File: src/rtl/branch_resolve_ctrl.sv
`default_nettype none
// ============================================================================
// branch_resolve_ctrl : EX-stage branch decode, mispredict redirect, flush FSM
// Rev 1.0
// ============================================================================
module branch_resolve_ctrl #(
  parameter int XLEN         = 32,
  parameter int FLUSH_CYCLES = 2
) (
  input  logic            clk_i,
  input  logic            rst_ni,
  input  logic            ex_valid_i,
  input  logic            ex_is_branch_i,
  input  logic            ex_is_jump_i,
  input  logic [2:0]      ex_funct3_i,
  input  logic [XLEN-1:0] ex_pc_i,
  input  logic [XLEN-1:0] ex_target_i,
  input  logic            ex_pred_taken_i,
  input  logic            stall_i,
  input  logic            br_less_i,
  input  logic            br_equal_i,
  output logic            br_unsigned_o,
  output logic            redirect_valid_o,
  output logic [XLEN-1:0] redirect_pc_o,
  output logic            flush_o,
  output logic            illegal_br_o,
  output logic [31:0]     branch_cnt_o,
  output logic [31:0]     mispredict_cnt_o
);

  typedef enum logic [0:0] {
    ST_IDLE  = 1'b0,
    ST_FLUSH = 1'b1
  } state_e;

  localparam logic [3:0]      FLUSH_INIT = 4'(FLUSH_CYCLES - 1);
  localparam logic [XLEN-1:0] PC_STEP    = {{(XLEN-3){1'b0}}, 3'd4};

  state_e          state_q, state_d;
  logic [3:0]      cnt_q, cnt_d;
  logic            redirect_valid_q, redirect_valid_d;
  logic [XLEN-1:0] redirect_pc_q, redirect_pc_d;
  logic            flush_q, flush_d;
  logic            illegal_br_q, illegal_br_d;
  logic [31:0]     branch_cnt_q, branch_cnt_d;
  logic [31:0]     mispredict_cnt_q, mispredict_cnt_d;

  logic            eval;
  logic            taken;
  logic            illegal_dec;
  logic            mispredict;

  assign br_unsigned_o = ex_funct3_i[1];

  assign eval = ex_valid_i & (ex_is_branch_i | ex_is_jump_i) & ~stall_i
                & (state_q == ST_IDLE);

  // Jumps win over funct3, including when both type flags are raised.
  always_comb begin
    taken       = 1'b0;
    illegal_dec = 1'b0;
    if (ex_is_jump_i) begin
      taken = 1'b1;
    end else begin
      case (ex_funct3_i)
        3'b000:         taken = br_equal_i;
        3'b001:         taken = ~br_equal_i;
        3'b100, 3'b110: taken = br_less_i;
        3'b101, 3'b111: taken = ~br_less_i;
        default:        illegal_dec = 1'b1;
      endcase
    end
  end

  assign mispredict = taken ^ ex_pred_taken_i;

  always_comb begin
    state_d          = state_q;
    cnt_d            = cnt_q;
    redirect_valid_d = 1'b0;
    redirect_pc_d    = redirect_pc_q;
    illegal_br_d     = eval & illegal_dec;
    branch_cnt_d     = branch_cnt_q;
    mispredict_cnt_d = mispredict_cnt_q;

    if (eval) begin
      if (branch_cnt_q != 32'hFFFF_FFFF) begin
        branch_cnt_d = branch_cnt_q + 32'd1;
      end
      if (mispredict && (mispredict_cnt_q != 32'hFFFF_FFFF)) begin
        mispredict_cnt_d = mispredict_cnt_q + 32'd1;
      end
    end

    case (state_q)
      ST_IDLE: begin
        if (eval && mispredict) begin
          state_d          = ST_FLUSH;
          cnt_d            = FLUSH_INIT;
          redirect_valid_d = 1'b1;
          redirect_pc_d    = taken ? ex_target_i : (ex_pc_i + PC_STEP);
        end
      end
      ST_FLUSH: begin
        // A stalled pipeline has not consumed a flush cycle yet.
        if (!stall_i) begin
          if (cnt_q == 4'd0) begin
            state_d = ST_IDLE;
          end else begin
            cnt_d = cnt_q - 4'd1;
          end
        end
      end
      default: begin
        state_d = ST_IDLE;
        cnt_d   = 4'd0;
      end
    endcase

    flush_d = (state_d == ST_FLUSH);
  end

  always_ff @(posedge clk_i or negedge rst_ni) begin
    if (!rst_ni) begin
      state_q          <= ST_IDLE;
      cnt_q            <= 4'd0;
      redirect_valid_q <= 1'b0;
      redirect_pc_q    <= '0;
      flush_q          <= 1'b0;
      illegal_br_q     <= 1'b0;
      branch_cnt_q     <= 32'd0;
      mispredict_cnt_q <= 32'd0;
    end else begin
      state_q          <= state_d;
      cnt_q            <= cnt_d;
      redirect_valid_q <= redirect_valid_d;
      redirect_pc_q    <= redirect_pc_d;
      flush_q          <= flush_d;
      illegal_br_q     <= illegal_br_d;
      branch_cnt_q     <= branch_cnt_d;
      mispredict_cnt_q <= mispredict_cnt_d;
    end
  end

  assign redirect_valid_o = redirect_valid_q;
  assign redirect_pc_o    = redirect_pc_q;
  assign flush_o          = flush_q;
  assign illegal_br_o     = illegal_br_q;
  assign branch_cnt_o     = branch_cnt_q;
  assign mispredict_cnt_o = mispredict_cnt_q;

endmodule
`default_nettype wire
File: config.mk
export PLATFORM = sky130hd
export DESIGN_NAME = branch_resolve_ctrl
export DESIGN_NICKNAME = d
export VERILOG_FILES = /design/src/rtl/branch_resolve_ctrl.sv
export SDC_FILE = /design/constraint.sdc
export NUM_CORES = 1
export LEC_CHECK = 0
export ABC_CLOCK_PERIOD_IN_PS = 1700
export CORE_MARGIN = 3
export CORE_UTILIZATION = 43
export CTS_BUF_LIST = sky130_fd_sc_hd__clkbuf_8
export DETAILED_ROUTE_END_ITERATION = 8
export GPL_ROUTABILITY_DRIVEN = 0
export PLACE_DENSITY = 0.78
export SLEW_MARGIN = 20
export SYNTH_ARGS = -nofsm -noshare
export SYNTH_HDL_FRONTEND = slang
export SYNTH_SLANG_ARGS = --single-unit
File: constraint.sdc
create_clock -name clk_i -period 1.7 [get_ports clk_i]
set_input_delay 0.34 -clock clk_i [delete_from_list [all_inputs] [get_ports clk_i]]
set_output_delay 0.34 -clock clk_i [all_outputs]
set_load 0.05 [all_outputs]
==> results.rst <==
.. list-table::
   :header-rows: 1

   * - Metric
     - Value
   * - Post-layout instance count excluding filler cells
     - 1094
   * - H-tree levels
     - 3
   * - Final count of hold timing violations
     - 0
   * - First-pass GRT wire length
     - 29800 microns
   * - Synthesized instance count
     - 572
   * - Final Routed Wirelength
     - 18900 microns
   * - Path class of the lowest-slack min-delay path
     - in -> async
   * - Post-synthesis register bit count
     - 103
   * - Share of the synthesized area in compound gates (AO/OA/AOI/OAI)
     - 7.97%
   * - Mux share of post-synthesis cell area
     - 1.83%
   * - Post-synthesis average cell area
     - 9.58 sq um
   * - Diodes inserted
     - 0
   * - Violated checks
     - setup timing
   * - Crit path kind
     - reg -> reg
   * - Slew Limit Headroom
     - 66.3%
   * - Accumulated negative setup slack
     - -3.02 ns
   * - CTS root buf
     - sky130_fd_sc_hd__clkbuf_8
   * - Final critical delay including setup and external delays
     - 1.83 ns
   * - Total CTS buffers
     - 9
   * - Post-Place Cells
     - 1059
   * - Type of element capturing the critical path
     - flip-flop
   * - Synth warnings
     - 0
   * - Result of the run
     - complete, but fails checks
   * - Period utilization
     - 108%
   * - CTS clock-pin slew for the worst setup and hold paths
     - 0.10 ns
   * - Slew at the pin closest to its max-slew limit
     - 0.505 ns
   * - Sink count of the clock tree
     - 103
   * - Largest buffer count on any clock path
     - 2
   * - Final Worst Setup Slack
     - -0.128 ns
   * - Pin count of the biggest net entering global routing
     - 36
   * - Final Skew
     - 0.0118 ns
   * - Main combinational cell family by area after synthesis
     - simple AND/OR/NAND/NOR gates
   * - Worst hold-check slack
     - 0.457 ns
   * - Synthesized-area fraction occupied by adder cells
     - 0.913%
   * - Data required time of the critical path
     - 2.00 ns
   * - Clock tree from TritonCTS
     - yes
   * - Final-report setup violation count
     - 41
   * - Initial drt markers
     - 339
   * - Width of the die
     - 119 microns
   * - RSZ-0062 raised after global routing
     - yes
   * - Count of distinct cell types in the synthesized netlist
     - 52
   * - Share of flip-flops with an asynchronous set or reset after synthesis
     - 100%
   * - Overall via count from detail_route
     - 5831
   * - Most frequently used flop master after synthesis
     - sky130_fd_sc_hd__dfrtp_1
   * - Max-slew violations
     - 0
   * - Detailed-route wire length per cell
     - 17.3 microns
   * - Area fraction in and, or, nand and nor cells after synthesis
     - 24.7%
   * - Synth area leader
     - sky130_fd_sc_hd__dfrtp_1
   * - Dpl ws
     - -0.875 ns
   * - First-pass iteration count of the detailed router
     - 5
   * - Global route total overflow
     - 0
   * - Remaining DRCs
     - 0
   * - Startpoint types
     - flip-flop
   * - Clock latency of the later-clocked register in the worst-skew pair
     - 0.39 ns
   * - Core region area
     - 12200 sq um
   * - HPWL after DPL
     - 13900 microns
   * - Data arrival time of the critical path
     - 2.13 ns
   * - Initial Util
     - 44.9%
   * - Average vias per placed instance
     - 5.33
   * - Initial antenna violation count
     - 0
   * - Top fanout value on the critical path
     - 5
   * - Total routing usage reported by global routing
     - 26.0%
   * - Summed instance area of the synthesized netlist
     - 5480 sq um
   * - Portion of synthesized cell area occupied by the leading cell type
     - 47.0%
   * - Die area
     - 14100 sq um
   * - Fraction of synthesized cell area in xor and xnor cells
     - 14.8%
   * - Seq/Total Area, Yosys
     - 47.0%
   * - Total I/O pin count
     - 176
   * - LEAKAGE
     - 4.60 nW
   * - Post-synth EDFFs
     - 0
   * - Synthesized net count
     - 652
   * - Maximum ir drop on the vdd rail
     - 1.06 mV
   * - Via count of the first global-routing pass
     - 6182
   * - Share of layout cells above drive strength 1
     - 48.6%
   * - Number of rows in the core area
     - 40
   * - Maximum achievable frequency
     - 547 MHz
   * - Largest cells by area after synthesis
     - sky130_fd_sc_hd__dfrtp_1 (47%), sky130_fd_sc_hd__xnor2_1 (9.1%), sky130_fd_sc_hd__nand2_1 (5.5%), sky130_fd_sc_hd__xor2_1 (5.4%), sky130_fd_sc_hd__nand3_1 (3.7%)
   * - Layout Area Growth over Synthesis
     - 76.1%
   * - Antenna Nets Post-Route
     - 0
   * - Total Power
     - 0.0101 W
   * - Power density normalized to cell area
     - 1050 nW/um^2
   * - Nets
     - 1001
   * - Number of max-cap violations
     - 0
   * - Number of input and output port buffers inserted
     - 175
   * - Floorplan die height
     - 119 microns
-- area by class of cell --
type	count	area, sq um
Inverter	14	52.6
Clock buffer	11	151
Tap cell	168	210
Multi-Input combinational cell	438	3470
Timing Repair Buffer	355	3040
Clock inverter	5	104
Sequential cell	103	2630
Fill cell	773	2560
-- report_power, final --
| group | leakage, nW | internal [W] | switching (W) |
|---|---|---|---|
| Clock | 0.130 | 0.00106 | 0.000882 |
| Combinational | 3.20 | 0.00183 | 0.00294 |
| Sequential | 1.27 | 0.00297 | 0.000433 |
-- Yosys cell counts (3+ instances only) --
master / n
sky130_fd_sc_hd__nor4_2: 5
sky130_fd_sc_hd__and3_1: 8
sky130_fd_sc_hd__ha_1: 4
sky130_fd_sc_hd__nor3_1: 25
sky130_fd_sc_hd__and4_1: 10
sky130_fd_sc_hd__a21oi_1: 12
sky130_fd_sc_hd__nor4_1: 6
sky130_fd_sc_hd__nor2_1: 50
sky130_fd_sc_hd__and2_1: 3
sky130_fd_sc_hd__mux2i_1: 10
sky130_fd_sc_hd__nand4_1: 23
sky130_fd_sc_hd__buf_2: 5
sky130_fd_sc_hd__a211oi_1: 3
sky130_fd_sc_hd__nand2_1: 80
sky130_fd_sc_hd__dfrtp_1: 103
sky130_fd_sc_hd__xor2_1: 34
sky130_fd_sc_hd__nor2b_1: 3
sky130_fd_sc_hd__nand3_1: 40
sky130_fd_sc_hd__xnor2_1: 57
sky130_fd_sc_hd__clkbuf_1: 4
sky130_fd_sc_hd__inv_1: 14
sky130_fd_sc_hd__buf_4: 3
sky130_fd_sc_hd__o21ai_0: 25
sky130_fd_sc_hd__o31ai_1: 9
-- worst max-delay path, cell delays in order (launching register included) --
cell,delay (ns)
sky130_fd_sc_hd__dfrtp_2,0.42
sky130_fd_sc_hd__nand4_1,0.21
sky130_fd_sc_hd__nor4_4,0.39
sky130_fd_sc_hd__nand3_2,0.17
sky130_fd_sc_hd__buf_6,0.15
sky130_fd_sc_hd__and3_4,0.19
sky130_fd_sc_hd__nand4_1,0.11
sky130_fd_sc_hd__xnor2_1,0.12
-- sequential cells by signal (all words and copies together) (netlist names) --
register,flops
flush_o,1
mispredict_cnt_o,32
cnt_q,4
branch_cnt_o,32
redirect_pc_o,32
illegal_br_o,1
redirect_valid_o,1
-- worst paths after layout --
path | startpoint | to | slack (ns) | cells after the start
min | rst_ni | redirect_pc_o[11] | 0.46 | 2
min reg2reg | redirect_pc_o[24] | redirect_pc_o[24] | 0.49 | 2
max | mispredict_cnt_o[2] | mispredict_cnt_o[3] | -0.13 | 7
max in group asynchronous | rst_ni | branch_cnt_o[10] | 0.64 | 3
max reg2reg | mispredict_cnt_o[2] | mispredict_cnt_o[3] | -0.13 | 7
min in group clk_i | redirect_pc_o[24] | redirect_pc_o[24] | 0.49 | 2
-- per-stage QoR --
step / util [%] / instance area (sq um)
after global routing: 79.0 / 9650
after floorplan: - / 5850
after global placement: 71.4 / 8720
final: 79.0 / 9650
after CTS: 76.0 / 9280
after detailed placement: 71.4 / 8720
-- metal layers --
metal  up-vias  track usage (%)  routed length [microns]
li1       2703                -                        -
met1      2832             30.0                     7150
met2       248             44.7                     9760
met3        48             6.65                     1340
met4         0             12.9                      671
met5         -                0                        0
-- placed cells by master (no fill, tap or decap), types with 4 or more instances in the layout --
cell type,instances
sky130_fd_sc_hd__nand4_1,23
sky130_fd_sc_hd__clkdlybuf4s50_1,52
sky130_fd_sc_hd__clkbuf_8,11
sky130_fd_sc_hd__and3_1,7
sky130_fd_sc_hd__dfrtp_1,61
sky130_fd_sc_hd__xor2_1,32
sky130_fd_sc_hd__o21ai_1,17
sky130_fd_sc_hd__dlymetal6s2s_1,5
sky130_fd_sc_hd__buf_6,10
sky130_fd_sc_hd__mux2i_1,10
sky130_fd_sc_hd__buf_12,12
sky130_fd_sc_hd__buf_4,257
sky130_fd_sc_hd__o31ai_1,8
sky130_fd_sc_hd__inv_1,12
sky130_fd_sc_hd__and4_4,6
sky130_fd_sc_hd__nor2_4,7
sky130_fd_sc_hd__dlygate4sd2_1,15
sky130_fd_sc_hd__and4_1,4
sky130_fd_sc_hd__nand3_4,6
sky130_fd_sc_hd__nand2_1,70
sky130_fd_sc_hd__nor2_2,10
sky130_fd_sc_hd__nor3_2,9
sky130_fd_sc_hd__a21oi_1,10
sky130_fd_sc_hd__nor3_1,7
sky130_fd_sc_hd__xnor2_2,6
sky130_fd_sc_hd__nor4_4,8
sky130_fd_sc_hd__nor2_1,33
sky130_fd_sc_hd__xnor2_1,52
sky130_fd_sc_hd__nor3_4,9
sky130_fd_sc_hd__nand3_1,26
sky130_fd_sc_hd__o21ai_0,7
sky130_fd_sc_hd__dfrtp_2,42
sky130_fd_sc_hd__nand2_2,8
sky130_fd_sc_hd__nand3_2,9
-- logic make-up (layout without fill, tap and decap cells) --
family | count (synthesis) | in the layout
and+or+nand+nor | 265 | 265
AOI/OAI and AO/OA | 67 | 67
DFF | 103 | 103
xor gates and xnor gates | 92 | 92
buffers and inverters | 31 | 385
muxes | 10 | 10
adders and majority gates | 4 | 4
-- what timing repair did --
item	in CTS	in global routing
cloned	0	0
resized for setup	76	67
pin swaps	31	37
endpoints found under the hold margin	30	0
hold buffers	1	0
buffers inserted	8	10
endpoints found under the setup margin	84	80
Note: power is estimated with default switching activity, not from simulation.
